File: src/rtl/proc_pkg.sv
// Shared definitions for the parametrised accumulator processor: opcodes,
// FSM states and instruction field positions.
package proc_pkg;

    localparam int OPC_WIDTH = 4;

    localparam logic [OPC_WIDTH-1:0] OP_NOP   = 4'd0;
    localparam logic [OPC_WIDTH-1:0] OP_LDI   = 4'd1;
    localparam logic [OPC_WIDTH-1:0] OP_ADD   = 4'd2;
    localparam logic [OPC_WIDTH-1:0] OP_SUB   = 4'd3;
    localparam logic [OPC_WIDTH-1:0] OP_AND   = 4'd4;
    localparam logic [OPC_WIDTH-1:0] OP_OR    = 4'd5;
    localparam logic [OPC_WIDTH-1:0] OP_XOR   = 4'd6;
    localparam logic [OPC_WIDTH-1:0] OP_ADDAB = 4'd7;
    localparam logic [OPC_WIDTH-1:0] OP_JMP   = 4'd8;
    localparam logic [OPC_WIDTH-1:0] OP_JZ    = 4'd9;
    localparam logic [OPC_WIDTH-1:0] OP_JC    = 4'd10;
    localparam logic [OPC_WIDTH-1:0] OP_HALT  = 4'd15;

    typedef enum logic [1:0] {
        S_IDLE  = 2'd0,
        S_FETCH = 2'd1,
        S_EXEC  = 2'd2,
        S_HALT  = 2'd3
    } state_t;

    // Instruction layout is {opcode, B, A} with A in the low DATA_W bits.
    function automatic int field_a_lsb(input int data_w);
        return 0 * data_w;
    endfunction

    function automatic int field_b_lsb(input int data_w);
        return data_w;
    endfunction

    function automatic int field_op_lsb(input int data_w);
        return 2 * data_w;
    endfunction

    function automatic int instr_width(input int data_w, input int opc_w);
        return opc_w + 2 * data_w;
    endfunction

endpackage

File: src/rtl/param_alu.sv
// Combinational ALU for the accumulator processor; carry doubles as borrow on SUB.
module param_alu
    import proc_pkg::*;
#(
    parameter int DATA_W = 8
) (
    input  logic [DATA_W-1:0]    a,
    input  logic [DATA_W-1:0]    b,
    input  logic [OPC_WIDTH-1:0] op,
    output logic [DATA_W-1:0]    result,
    output logic                 carry,
    output logic                 zero
);

    logic [DATA_W:0] ext;

    always_comb begin
        ext    = '0;
        result = a;
        carry  = 1'b0;
        case (op)
            OP_LDI: result = a;
            OP_ADD, OP_ADDAB: begin
                ext    = {1'b0, a} + {1'b0, b};
                result = ext[DATA_W-1:0];
                carry  = ext[DATA_W];
            end
            OP_SUB: begin
                // The ninth bit of a wrapped subtraction is exactly the borrow.
                ext    = {1'b0, a} - {1'b0, b};
                result = ext[DATA_W-1:0];
                carry  = ext[DATA_W];
            end
            OP_AND:  result = a & b;
            OP_OR:   result = a | b;
            OP_XOR:  result = a ^ b;
            default: result = a;
        endcase
    end

    assign zero = (result == '0);

endmodule

File: src/rtl/param_processor.sv
// Accumulator processor with private program memory, PC, Z/C flags and jumps.
// Programs are loaded while idle or halted and run after a start pulse.
module param_processor
    import proc_pkg::*;
#(
    parameter int DATA_W = 8,
    parameter int ADDR_W = 4,
    parameter int OPC_W  = 4
) (
    input  logic                        clk,
    input  logic                        reset,
    input  logic                        start,
    input  logic                        wr_en,
    input  logic [ADDR_W-1:0]           wr_addr,
    input  logic [OPC_W+2*DATA_W-1:0]   wr_data,
    output logic                        busy,
    output logic                        done,
    output logic [DATA_W-1:0]           acc_out,
    output logic                        flag_z,
    output logic                        flag_c,
    output logic [ADDR_W-1:0]           pc_out
);

    localparam int INSTR_W = instr_width(DATA_W, OPC_W);
    localparam int A_LSB   = field_a_lsb(DATA_W);
    localparam int B_LSB   = field_b_lsb(DATA_W);
    localparam int OP_LSB  = field_op_lsb(DATA_W);

    logic [INSTR_W-1:0] mem [2**ADDR_W];
    logic [INSTR_W-1:0] ir;
    state_t             state;
    logic [DATA_W-1:0]  acc;
    logic               z;
    logic               c;
    logic [ADDR_W-1:0]  pc;

    logic [OPC_W-1:0]   opc;
    logic [DATA_W-1:0]  fa;
    logic [DATA_W-1:0]  fb;
    logic [DATA_W-1:0]  alu_a;
    logic [DATA_W-1:0]  alu_r;
    logic               alu_c;
    logic               alu_z;
    logic               mem_we;

    assign opc = ir[OP_LSB +: OPC_W];
    assign fb  = ir[B_LSB +: DATA_W];
    assign fa  = ir[A_LSB +: DATA_W];

    // LDI and ADDAB work on the immediate A field; everything else on the accumulator.
    assign alu_a = (opc == OP_LDI || opc == OP_ADDAB) ? fa : acc;

    param_alu #(.DATA_W(DATA_W)) u_alu (
        .a      (alu_a),
        .b      (fb),
        .op     (opc),
        .result (alu_r),
        .carry  (alu_c),
        .zero   (alu_z)
    );

    assign mem_we = wr_en && (state == S_IDLE || state == S_HALT);

    always_ff @(posedge clk) begin
        if (mem_we) begin
            mem[wr_addr] <= wr_data;
        end
    end

    always_ff @(posedge clk) begin
        if (reset) begin
            state <= S_IDLE;
            busy  <= 1'b0;
            done  <= 1'b0;
            acc   <= '0;
            z     <= 1'b0;
            c     <= 1'b0;
            pc    <= '0;
            ir    <= '0;
        end else begin
            case (state)
                S_IDLE, S_HALT: begin
                    if (start) begin
                        state <= S_FETCH;
                        pc    <= '0;
                        busy  <= 1'b1;
                        done  <= 1'b0;
                    end
                end
                S_FETCH: begin
                    ir    <= mem[pc];
                    pc    <= pc + ADDR_W'(1);
                    state <= S_EXEC;
                end
                S_EXEC: begin
                    state <= S_FETCH;
                    case (opc)
                        OP_LDI, OP_ADD, OP_SUB, OP_AND, OP_OR, OP_XOR, OP_ADDAB: begin
                            acc <= alu_r;
                            z   <= alu_z;
                            c   <= alu_c;
                        end
                        OP_JMP: pc <= fa[ADDR_W-1:0];
                        OP_JZ: begin
                            if (z) pc <= fa[ADDR_W-1:0];
                        end
                        OP_JC: begin
                            if (c) pc <= fa[ADDR_W-1:0];
                        end
                        OP_HALT: begin
                            state <= S_HALT;
                            busy  <= 1'b0;
                            done  <= 1'b1;
                        end
                        default: ;
                    endcase
                end
                default: state <= S_IDLE;
            endcase
        end
    end

    assign acc_out = acc;
    assign flag_z  = z;
    assign flag_c  = c;
    assign pc_out  = pc;

endmodule
File: config.mk
export PLATFORM = sky130hd
export DESIGN_NAME = param_processor
export DESIGN_NICKNAME = d
export VERILOG_FILES = /design/src/rtl/proc_pkg.sv /design/src/rtl/param_alu.sv /design/src/rtl/param_processor.sv
export SDC_FILE = /design/constraint.sdc
export NUM_CORES = 1
export LEC_CHECK = 0
export CAP_MARGIN = 20
export CORE_ASPECT_RATIO = 0.7
export CORE_MARGIN = 2
export CORE_UTILIZATION = 38
export CTS_CLUSTER_SIZE = 12
export DETAILED_ROUTE_END_ITERATION = 6
export SETUP_SLACK_MARGIN = 0.3
export SLEW_MARGIN = 10
export SYNTH_ARGS = -nofsm -noshare
export SYNTH_HDL_FRONTEND = slang
export SYNTH_SLANG_ARGS = --single-unit
File: constraint.sdc
create_clock -name clk -period 5.1 [get_ports clk]
set_input_delay 1.02 -clock clk [delete_from_list [all_inputs] [get_ports clk]]
set_output_delay 1.02 -clock clk [all_outputs]
set_load 0.01 [all_outputs]
After elaboration in Yosys (flattened, before gate mapping)
Memories as Yosys holds them, arrays and structs flattened. A register that Yosys moved wholly into a read port is not among the register bits.
Cells that the tools add are included.
- register bits: 18
- bits of input ports: 28
- bits in writable memories: 320
- memories kept: 1
- output and inout bits: 16
- reduce and logical (&&, ||, !) cells: 12
- bitwise logic cells: 3
- multiplexer cells: 19
- equality and inequality tests: 19
- add/subtract/negate cells: 3
- memories (memory ; depth ; width ; rd ports ; clocked after Yosys merged registers in ; wr ports ; RTL line ; RTL):
    mem ; 16 ; 20 ; 1 ; 1 ; 1 ; param_processor.sv:29 ; logic [INSTR_W-1:0] mem [2**ADDR_W];
- operators with widths (operator ; number):
    $pmux 8 s5 ; 1
    $pmux 4 s3 ; 2
    $eq 4x3->1 const B ; 4
    $eq 4x4->1 const B ; 4
    $mux 4 ; 3
    $add 8x8->9 ; 1
    $sub 8x8->9 ; 1
    $and 8x8->8 ; 1
    $eq 4x2->1 const B ; 2
    $logic_not 8->1 ; 1
    $mux 8 ; 1
    $or 8x8->8 ; 1
    $xor 8x8->8 ; 1
    $reduce_or 7->1 ; 1
    $mux 1 ; 6
    $ne 3x3->1 const B ; 2
    $pmux 1 s2 ; 3
    $pmux 2 s3 ; 1
    $add 4x1->4 const B ; 1
    $eq 2x2->1 const B ; 2
    $eq 4x1->1 const B ; 1
    $mux 2 ; 2
    $ne 4x2->1 const B ; 1
    $reduce_and 4->1 ; 1
    other kinds (10) ; 12

Logic depth before layout (Yosys ltp)
Gate-level depths: netlist of the first run.
- word-level depth: 6
- mapped depth: 14
- gate-level depth less buffers: 13

Hierarchy
From an unflattened synthesis of the first run, not the netlist that was laid out.
- cell total of the unflattened synthesis: 1048
- area, all modules: 15466.1 um2
- modules (own cells, without submodules) (module ; area an instance (um2) ; sequential area each (um2) ; instances ; cells an instance):
    param_processor ; 14091.0 ; 10369.9 ; 1 ; 864
    param_alu ; 1375.1 ; 0.0 ; 1 ; 184

Least setup slack after synthesis of the first run
No wires, ideal clock.
- path kind: flip-flop to flip-flop
- start point: register ir[17], read port of mem
- end point: register z (netlist: flag_z)
- setup time: 0.084 ns
- path slack: 1.577 ns
- buffers on the path: 0
- cell stages (with the launch flop): 12
- required time: 5.016 ns
- data arrival time: 3.439 ns
- path through: dfxtp_1 > or2_2 > a21boi_4 > mux2_4 > ha_1 > fa_1 > a2bb2oi_1 > o221ai_1 > o22a_1 > or4b_1 > or4b_1 > o31ai_2
- word-level cells in the longest chain between the ends: 6
- elaborated cells between the ends (all ways): 19
- classes of those cells: add/sub (2); eq/ne (7); mux (2); bitwise (3); reduce/logical (5)
- RTL lines (item ; RTL line ; RTL):
    start, declared ; param_processor.sv:30 ; logic [INSTR_W-1:0] ir;
    $eq 4x1->1 / $eq 4x3->1 (equally long branches) ; param_processor.sv:51, param_processor.sv:97, param_alu.sv:21 ;
    $logic_or 1x1->1 ; param_processor.sv:51 ; assign alu_a = (opc == OP_LDI || opc == OP_ADDAB) ? fa : acc;
    $mux 8 ; param_processor.sv:51 ;
    $sub 8x8->9 (tied with other cells) ; param_alu.sv:30 ; ext = {1'b0, a} - {1'b0, b};
    $pmux 8 s5 ; param_alu.sv:21 ; case (op)
    $logic_not 8->1 ; param_alu.sv:41 ; assign zero = (result == '0);
    end signal, assigned ; param_processor.sv:100 ; z <= alu_z;
    end, declared ; param_processor.sv:33 ; logic z;
Several ways; a longest one is shown, not always the timed one.
A chain may end at the register's enable or synchronous reset.

Final worst setup path of the first run
- start point: register ir[18], read port of mem
- end point: register z (netlist: flag_z)
The elaborated chain is that of the path after synthesis.

==> metrics.md, run 1 <==
| Metric | Value |
|---|---|
| Status | `finished, final reports clean` |
| Top FF cell, synth | `edfxtp_1` |
| Setup crit end kind | `flip-flop` |
| Post-synthesis mux area share | `0.174` |
| Syn nets | `892` |
| Mean post-synth cell area | `18.0 µm²` |
| Synth area leaders | `edfxtp_1 (64%), mux4_2 (15%), dfxtp_1 (5.1%), ha_1 (2.4%), mux2i_1 (2.0%)` |
| Die ar. | `41,200 µm²` |
| RSZ-0062 raised after global routing | `no` |
| Core area | `38,700 µm²` |
| Root buffer cell | `clkbuf_16` |
| Port Buffers | `43` |
| Critical path type | `reg -> reg` |
| Initial antenna violation count | `3` |
| Worst-path maximum fanout | `11` |
| Ys Warns | `0` |
| Post-DP HPWL | `21,600 µm` |
| Count leader, synth | `edfxtp_1` |
| Drt via density | `5.49` |
| Hold_buf cts | `0` |
| Layout area overhead | `15.1%` |
| GR Util All Layers | `0.171` |
| Final hold vios | `0` |
| Commonest cells post-synth | `edfxtp_1 (320), mux4_2 (100), nor2_1 (64)` |
| Worst Hold Class | `reg -> reg` |
| Worst-Skew Late Latency | `530 ps` |
| TritonCTS clock tree | `built` |
| Fmax | `237 MHz` |
| Flop pwr share | `0.480` |
| Post-synthesis simple-gate area fraction | `0.0415` |
| Htree depth | `2` |
| Slew Limit Fails | `0` |
| Detailed-route DRC error count | `0` |
| Clock share of power | `0.338` |
| Worst setup SP type | `flip-flop` |
| Clock Pin Slew Worst Setup and Hold Paths | `60 ps` |
| Number of synthesized flops with an enable pin | `320` |
| PwrDens | `414 nW/µm²` |
| Vias | `7,915` |
| Final Skew | `14.4 ps` |
| Die Y-Extent | `170 µm` |
| Sw frac | `0.265` |
| Minimum clock period | `4220 ps` |
| Die Wd | `242 µm` |
| Combinational family with the most area after synthesis | `multiplexers` |
| Sequential-to-total area share from yosys stat | `0.690` |
| Final Core Density | `0.446` |
| Clk sinks | `358` |
| Layout Nets | `963` |
| TritonCTS buffer count | `37` |
| GRT overflow | `0` |
| CP required | `5540 ps` |
| Synth Area in Compound Gates | `0.0460` |
| Reg2Reg Depth | `11` |
| Avg WL per Cell | `24.3 µm` |
| WHS Path Cells | `2` |
| Post-route ant nets | `0` |
| Max cap viols | `0` |
| Synth async-reset ratio | `0` |
| Slew headroom | `0.358` |
| Synth top area share | `0.640` |
| Internal power | `5.27 mW` |
| Leading area contributor after synthesis | `edfxtp_1` |
| Setup Total Neg Slack | `0 ps` |
| Rows | `60` |
| Final worst path period share | `0.828` |
| Net Sw Power | `1.90 mW` |
| Leakage | `5.45 nW` |
| Synth cell types | `63` |
| Bufs on Longest Clock Path | `3` |
| Adder-cell share of the synthesized area | `0.0268` |
| Mapped Cells | `833` |
| Combinational power share | `0.182` |
| Worst-Margin Slew | `962 ps` |
| Area of the mapped netlist | `15,000 µm²` |
| Worst EP arrival | `4660 ps` |
| Placer Congestion | `0.866` |
| Number of global-route vias before repair | `7,882` |
| Largest net degree at the start of global routing | `62` |
| Post_cts resized | `0` |
| Synth Area in XOR/XNOR | `0.00291` |
| Post-CTS Setup Bufs | `0` |
| First-pass GRT wire length | `52,000 µm` |
| Initial cell density of the core | `0.388` |
| Layout cell share with drive strength beyond 1 | `0.222` |
| Io pins | `44` |
| Final setup viols | `0` |
| #FFs+latches synth | `358` |
| First-pass DRT Iterations | `5` |
| Peak supply drop | `0.000202 V` |
| Total routed wirelength | `35,000 µm` |
| First DRT Iteration DRCs | `765` |
power by group through the flow:
| stage | logic (mW) | registers, mW | clock network, mW |
|---|---|---|---|
| final | 1.31 | 3.44 | 2.42 |
| after global routing | 1.42 | 3.46 | 2.59 |
| after CTS | 1.31 | 3.44 | 2.48 |
| after detailed placement | 1.30 | 3.50 | 0 |
| after global placement | 1.29 | 3.50 | 0 |
| after floorplan | 0.957 | 3.42 | 0 |
through the flow:
step | total power [mW] | area (µm²) | setup WS, ps | hold WS, ps | instances
final | 7.16 | 17300 | 878 | 484 | 1443
after global routing | 7.47 | 17300 | 651 | 507 | 1443
after CTS | 7.23 | 17300 | 937 | 486 | 1442
after detailed placement | 4.81 | 16300 | 964 | 471 | 1392
after global placement | 4.79 | 16300 | 1090 | 470 | 1392
after floorplan | 4.38 | 15000 | 1580 | 454 | 833
worst paths after layout:
path	start	end	slack (ps)
max reg2reg	ir[18]	flag_z	880
min reg2reg	acc_out[3]	acc_out[3]	480
max	ir[18]	flag_z	880
min	acc_out[3]	acc_out[3]	480
routing by layer:
| metal | vias to the layer above | track usage | wire length, µm |
|---|---|---|---|
| met4 | 4 | 0.0357 | 572 |
| li1 | 3476 | - | - |
| met3 | 52 | 0.0454 | 2700 |
| met1 | 4135 | 0.258 | 16400 |
| met5 | - | 0 | 29 |
| met2 | 248 | 0.249 | 15300 |
state kept, by name, indices dropped and copies added (netlist names):
| register | count |
|---|---|
| flag_c | 1 |
| mem | 320 |
| state | 2 |
| flag_z | 1 |
| acc_out | 8 |
| done | 1 |
| busy | 1 |
| pc_out | 4 |
| ir | 20 |
cells by family after synthesis:
family / Yosys count
xor gates and xnor gates: 5
adders and majority gates: 31
buffers and inverters: 71
and+or+nand+nor: 134
muxes: 135
AOI/OAI and AO/OA: 99
DFF: 358
layout make-up:
cell class	count	area, µm²
Multi-Input combinational cell	404	4420
Timing Repair Buffer	73	693
Clock buffer	43	948
Tap cell	527	659
Inverter	30	113
Sequential cell	358	10400
Clock inverter	7	70.1
Fill cell	3359	21400
Antenna cell	1	2.50
worst max-delay path: stages (launching register included):
cell and delay (ps):
dfxtp_1 560, nand2_1 290, a21boi_4 460, mux2_4 370, ha_1 230, fa_1 490
a21oi_1 180, o221ai_1 130, o22a_1 200, or4b_1 530, or4b_1 500, o31ai_2 180
cells in the final DEF, fill, tap and decap left out, types with 4 or more instances in the layout:
cell and n:
edfxtp_1 320, mux4_2 100, nor2_1 52, clkdlybuf4s50_1 43, clkbuf_16 37, dfxtp_1 35
inv_1 30, mux2i_1 30, ha_1 29, buf_4 27, nand2_1 24, o21ai_0 24
a21oi_1 22, nor2_2 12, nand2b_1 9, nand3_1 7, nor2b_1 7, clkbuf_1 6
mux2_2 4, or3_1 4, nor3_2 4, o22ai_1 4, a22oi_1 4
(Power assumes the default switching activity.)
==> run 2: changes to the inputs <==
==> constraint.sdc (replaced) <==
create_clock -name clk -period 3.5 [get_ports clk]
set_input_delay 0.7 -clock clk [delete_from_list [all_inputs] [get_ports clk]]
set_output_delay 0.7 -clock clk [all_outputs]
set_load 0.01 [all_outputs]
==> run 2 against run 1 <==
Effect of this change:
- wire length rose by 3.2%
- critical endpoint unchanged
- total power rose by 50%
- clock power rose by 46%
- sequential share of layout area fell by 2.5 points
- clock-buffer cell count fell by 1
- global-route usage rose by 0.55 points
- utilization rose by 2.0 points
- worst hold slack improved by 9.7 ps
- setup slack got worse by 890 ps
- the run now ends with negative setup slack left
- first-iteration DRC count rose by 7.1%
==> metrics.md, run 2 (same netlist as run 1, synthesis figures left out) <==
| Metric | Value |
|---|---|
| Fmax | `285 MHz (+20%)` |
| Placer Congestion | `0.877 (+1.3%)` |
| Most common cell after layout, fill and taps aside | `edfxtp_1` |
| Core area | `38,700 µm² (unchanged)` |
| First DRT Iteration DRCs | `819 (+7.1%)` |
| Worst Hold Class | `reg -> reg` |
| RSZ-0062 raised after global routing | `yes` |
| Die Wd | `242 µm (unchanged)` |
| Initial cell density of the core | `0.388 (unchanged)` |
| Status | `complete, but fails checks` |
| Worst setup SP type | `flip-flop` |
| Most used cell, CP | `or4b_1` |
| Setup crit end kind | `flip-flop` |
| Worst R2R Start | `ir[17]` |
| Hold_buf cts | `0 (unchanged)` |
| Number of global-route vias before repair | `8,148 (+3.4%)` |
| Io pins | `44 (unchanged)` |
| Avg WL per Cell | `24.1 µm (-0.43%)` |
| Reg-to-Reg End | `flag_z` |
| GR Util met3 | `0.0350 (-0.0104)` |
| Critical path origin | `ir[17]` |
| Critical Path Max Stage Delay | `520 ps (-40 ps)` |
| Worst EP arrival | `3950 ps (-710 ps)` |
| Met1 GRT Util | `0.260 (+0.00258)` |
| Final hold vios | `0 (unchanged)` |
| Largest net degree at the start of global routing | `39 (-37%)` |
| CP max stage cell | `or4b_1` |
| Largest reg by FF count | `mem` |
| Initial antenna violation count | `0 (-3)` |
| Clk sinks | `358 (unchanged)` |
| Die Y-Extent | `170 µm (unchanged)` |
| Vias | `8,164 (+3.1%)` |
| Post-DP HPWL | `22,800 µm (+5.6%)` |
| GR Util All Layers | `0.177 (+0.00548)` |
| GRT overflow | `0 (unchanged)` |
| Internal reg-to-reg setup slack | `-8 ps (-890 ps)` |
| Peak supply drop | `0.000401 V (+99%)` |
| Most frequent cells in the layout | `edfxtp_1 (320), mux4_2 (100), buf_4 (65), nor2_1 (52), clkdlybuf4s50_1 (43)` |
| Leakage | `5.78 nW (+5.9%)` |
| Setup Total Neg Slack | `-8.06 ps (-8.06 ps)` |
| Die ar. | `41,200 µm² (unchanged)` |
| PnR worst setup slack | `-8.06 ps (-887 ps)` |
| Rows | `60 (unchanged)` |
| Post-route ant nets | `0 (unchanged)` |
| Critical path type | `reg -> reg` |
| Worst-path maximum fanout | `4 (-7)` |
| Failing checks | `negative setup slack` |
| Fin Hold WS | `494 ps (+9.70 ps)` |
| Crit-path cells | `or2_4, a21boi_4, mux2_4, ha_4, fa_1, a2bb2oi_1, o221ai_1, o22a_1, or4b_1, or4b_1, o31ai_2` |
| Layout area overhead | `20.2%` |
| Final setup viols | `1 (+1)` |
| Worst-Skew Late Latency | `520 ps (about the same)` |
| Detailed-route DRC error count | `0 (unchanged)` |
| Minimum clock period | `3510 ps (-713 ps)` |
| Fill cells | `3,288 (-2.1%)` |
| CP required | `3940 ps (-1600 ps)` |
| Top Usage Layer GRT | `met2` |
| TritonCTS buffer count | `37 (unchanged)` |
| Largest register FFs | `320 (unchanged)` |
| Crit path capture | `flag_z` |
| Layout cell share with drive strength beyond 1 | `0.293 (+0.0712)` |
| Clock Pin Slew Worst Setup and Hold Paths | `60 ps (about the same)` |
| First-pass GRT wire length | `53,700 µm (+3.2%)` |
| Final Skew | `10.8 ps (-3.58 ps)` |
| PwrDens | `594 nW/µm² (+43%)` |
| Worst-Margin Slew | `690 ps (-272 ps)` |
| GR Layer Usage met2 | `0.273 (+0.0241)` |
| Htree depth | `2 (unchanged)` |
| Slew Limit Fails | `0 (unchanged)` |
| First-pass DRT Iterations | `5 (unchanged)` |
| Final worst path period share | `1.00 (+0.175)` |
| TritonCTS clock tree | `built` |
| Root buffer cell | `clkbuf_16` |
| Slew headroom | `0.534 (+0.175)` |
| Reg2Reg Depth | `11 (unchanged)` |
| Max cap viols | `0 (unchanged)` |
| Total routed wirelength | `36,100 µm (+3.2%)` |
| Port Buffers | `43 (unchanged)` |
| Layout Nets | `1,015 (+5.4%)` |
| Bufs on Longest Clock Path | `3 (unchanged)` |
| Drt via density | `5.46 (-0.51%)` |
| Antenna Cells | `0 (-1)` |
[run 2: stage by stage]
step / power (mW) / instances / instance area, µm² / utilization / setup WS (ps)
2_1_floorplan: 6.38 / 833 / 15000 / - / 55.7
3_3_place_gp: 7.14 / 1431 / 16700 / 0.431 / 48.0
3_5_place_dp: 7.14 / 1431 / 16700 / 0.431 / 11.1
4_1_cts: 10.7 / 1485 / 17800 / 0.460 / 11.8
5_1_grt: 11.2 / 1496 / 18100 / 0.466 / -118
6_report: 10.7 / 1496 / 18100 / 0.466 / -8.06
[run 2: worst min-delay path by stage]
stage,from,endpoint,slack [ps],cells past startpoint
global placement,busy,busy,480,2
finish,acc_out[3],acc_out[3],490,2
CTS,acc_out[3],acc_out[3],500,2
floorplan,ir[6],ir[6],450,2
detailed placement,acc_out[3],acc_out[3],490,2
global route,busy,busy,550,2
[run 2: metal layers]
metal / part of all wire / vias to the layer above
li1: - / 3585
met1: 0.47 / 4297
met2: 0.46 / 245
met3: 0.055 / 37
met4: 0.012 / 0
met5: 0 / -
[run 2: power by group]
group / total (mW) / switching, mW / internal, mW
Sequential: 4.98 / 0.152 / 4.83
Clock: 3.53 / 1.51 / 2.02
Combinational: 2.22 / 1.16 / 1.05
Total: 10.7 / 2.82 / 7.91
[run 2: layout make-up]
cell class,count,area [µm²],share of cell area
clock buffer,42,966,0.0535
clock inverter,10,80.1,0.00443
inverter,30,115,0.00638
multi-input combinational,404,4620,0.256
sequential,358,10400,0.575
tap,527,659,0.0365
timing repair buffer,125,1230,0.0683
[run 2: repair_timing]
action,in CTS,in global routing
gates cloned,0,0
gates resized for setup,13,30
buffers inserted,2,11
pin swaps,5,12
setup endpoints to repair,5,5
[run 2: critical path: cells and delay by family, from the launching register on]
kind            cells  cell delay [ps]
fa+ha+maj           2              640
simple gates        3             1280
flops               1              330
mux                 1              340
compound gates      5              840
==> run 3: changes to the inputs <==
--- a/config.mk
+++ b/config.mk
@@ -11,6 +11,7 @@
 export CORE_UTILIZATION = 38
 export CTS_CLUSTER_SIZE = 12
 export DETAILED_ROUTE_END_ITERATION = 6
+export DONT_BUFFER_PORTS = 1
 export SETUP_SLACK_MARGIN = 0.3
 export SLEW_MARGIN = 10
 export SYNTH_ARGS = -nofsm -noshare
==> run 3 against run 2 <==
Effect of this change:
- the flow still finishes with violations (negative setup slack)
- critical path depth is the same
- combinational power is 5% lower
- final cell count is 3.5% lower
- register-to-register slack got worse by 80 ps
- clock power grew 3%
- critical path type unchanged
- critical endpoint unchanged
- highest routed layer unchanged
==> metrics.md, run 3 (same netlist as run 1, synthesis figures left out) <==
| Metric | Value |
|---|---|
| Finished Layout Cells | `1,444 (-3.5%)` |
| Worst setup SP type | `flip-flop` |
| Drt via density | `5.46 (about the same)` |
| Worst-Margin Slew | `654 ps (-36.5 ps)` |
| Status | `complete, but fails checks` |
| Largest net degree at the start of global routing | `53 (+36%)` |
| GR Util All Layers | `0.176 (-0.000557)` |
| Critical Path Max Stage Delay | `550 ps (+30 ps)` |
| Worst Hold Class | `in -> reg` |
| PnR worst setup slack | `-84.0 ps (-75.9 ps)` |
| TritonCTS clock tree | `built` |
| Clock Pin Slew Worst Setup and Hold Paths | `60 ps (about the same)` |
| Post-route ant nets | `0 (unchanged)` |
| Htree depth | `2 (unchanged)` |
| Slew headroom | `0.564 (+0.0306)` |
| Die ar. | `41,200 µm² (unchanged)` |
| PwrDens | `613 nW/µm² (+3.2%)` |
| Total routed wirelength | `35,900 µm (-0.68%)` |
| Largest register FFs | `320 (unchanged)` |
| Final Core Density | `0.451 (-0.0154)` |
| Max cap viols | `0 (unchanged)` |
| GRT overflow | `0 (unchanged)` |
| Vias | `7,888 (-3.4%)` |
| First-pass GRT wire length | `53,300 µm (-0.62%)` |
| Die Wd | `242 µm (unchanged)` |
| Worst-path maximum fanout | `4 (unchanged)` |
| Fmax | `279 MHz (-2.1%)` |
| Final worst path period share | `1.02 (+0.0217)` |
| Worst EP arrival | `4030 ps (+80 ps)` |
| Setup crit end kind | `flip-flop` |
| Clk sinks | `358 (unchanged)` |
| Core area | `38,700 µm² (unchanged)` |
| Avg WL per Cell | `24.8 µm (+2.9%)` |
| First-pass DRT Iterations | `7 (+2)` |
| Most frequent cells in the layout | `edfxtp_1 (320), mux4_2 (100), buf_4 (63), nor2_1 (52), clkbuf_16 (39)` |
| Die Y-Extent | `170 µm (unchanged)` |
| CP max stage cell | `or4b_4` |
| Most used cell, CP | `or4b_4` |
| Minimum clock period | `3580 ps (+75.9 ps)` |
| # placed instances | `1,382 (-3.4%)` |
| Port Buffers | `0 (-100%)` |
| Slew Limit Fails | `0 (unchanged)` |
| Layout Nets | `960 (-5.4%)` |
| Root buffer cell | `clkbuf_16` |
| Peak supply drop | `0.000333 V (-17%)` |
| Final setup viols | `1 (unchanged)` |
| Layout cell share with drive strength beyond 1 | `0.301 (+0.00790)` |
| Final Skew | `15.8 ps (+5.00 ps)` |
| Antenna Cells | `0 (unchanged)` |
| Rows | `60 (unchanged)` |
| Detailed-route DRC error count | `0 (unchanged)` |
| First DRT Iteration DRCs | `941 (+15%)` |
| Post-placement worst setup slack | `-48.7 ps (-59.7 ps)` |
| Largest reg by FF count | `mem` |
| Number of global-route vias before repair | `7,914 (-2.9%)` |
| Final hold vios | `0 (unchanged)` |
| Placer Congestion | `0.886 (+1.1%)` |
| Leakage | `5.57 nW (-3.6%)` |
| Most common cell after layout, fill and taps aside | `edfxtp_1` |
| Post-DP HPWL | `22,000 µm (-3.7%)` |
| Critical path type | `reg -> reg` |
| Fin Hold WS | `247 ps (-246 ps)` |
| CP required | `3940 ps (about the same)` |
| Initial antenna violation count | `0 (unchanged)` |
| Layout area overhead | `16.2%` |
| Worst-Skew Late Latency | `520 ps (about the same)` |
| Failing checks | `negative setup slack` |
| TritonCTS buffer count | `37 (unchanged)` |
| RSZ-0062 raised after global routing | `yes` |
| Initial cell density of the core | `0.388 (unchanged)` |
| Io pins | `44 (unchanged)` |
| Crit-path cells | `or2_4, a21boi_4, mux2_4, ha_4, fa_1, a2bb2oi_1, o221ai_1, o22a_1, or4b_4, or4b_4, o31ai_2` |
| Bufs on Longest Clock Path | `3 (unchanged)` |
==> run 3: area by class of cell <==
class,instances,area [µm²]
Clock buffer,49,1020
Clock inverter,6,61.3
Fill cell,3356,21300
Inverter,30,113
Multi-Input combinational cell,404,4620
Sequential cell,358,10400
Tap cell,527,659
Timing Repair Buffer,70,604
==> run 3: layer usage <==
| metal | part of all wire | global-route usage | vias to the layer above | wire length, µm |
|---|---|---|---|---|
| li1 | - | - | 3465 | - |
| met1 | 0.47 | 0.263 | 4129 | 16800 |
| met2 | 0.45 | 0.267 | 250 | 16100 |
| met3 | 0.069 | 0.0358 | 44 | 2480 |
| met4 | 0.015 | 0.0381 | 0 | 551 |
| met5 | 0 | 0 | - | 0 |
==> run 3: timing repair <==
action	in CTS	in global routing
pin swaps	2	11
setup endpoints to repair	5	5
hold endpoints to repair	0	0
buffers inserted	1	6
hold buffers	0	0
resized for setup	18	25
==> run 3: worst max-delay path: cells and delay by family (launching register included) <==
kind / cells / cell delay [ps]
mux: 1 / 350
flops: 1 / 330
fa+ha+maj: 2 / 650
simple gates: 3 / 1310
compound gates: 5 / 870
==> run 3: final timing paths <==
check,cells past startpoint,slack [ps],end,from
worst min register to register,2,510,ir[5],ir[5]
worst min-delay path,1,250,pc_out[1],reset
worst max register to register,11,-80,flag_z,ir[18]
worst max-delay path,11,-80,flag_z,ir[18]
==> run 3: stage by stage <==
step                      area (µm²)  setup TNS, ps  total power [mW]
final                          17500          -84.0              10.7
after global routing           17500           -131              11.1
after CTS                      17300              0              10.7
after detailed placement       16100          -69.6              7.00
after global placement         16100              0              7.00
after floorplan                15000              0              6.38
==> run 3: power by group <==
group | internal [mW] | total, mW | switching (mW) | leakage (nW)
Sequential | 4.83 | 4.96 | 0.121 | 3.20
Clock | 2.11 | 3.65 | 1.54 | 0.531
Combinational | 0.978 | 2.10 | 1.13 | 1.84
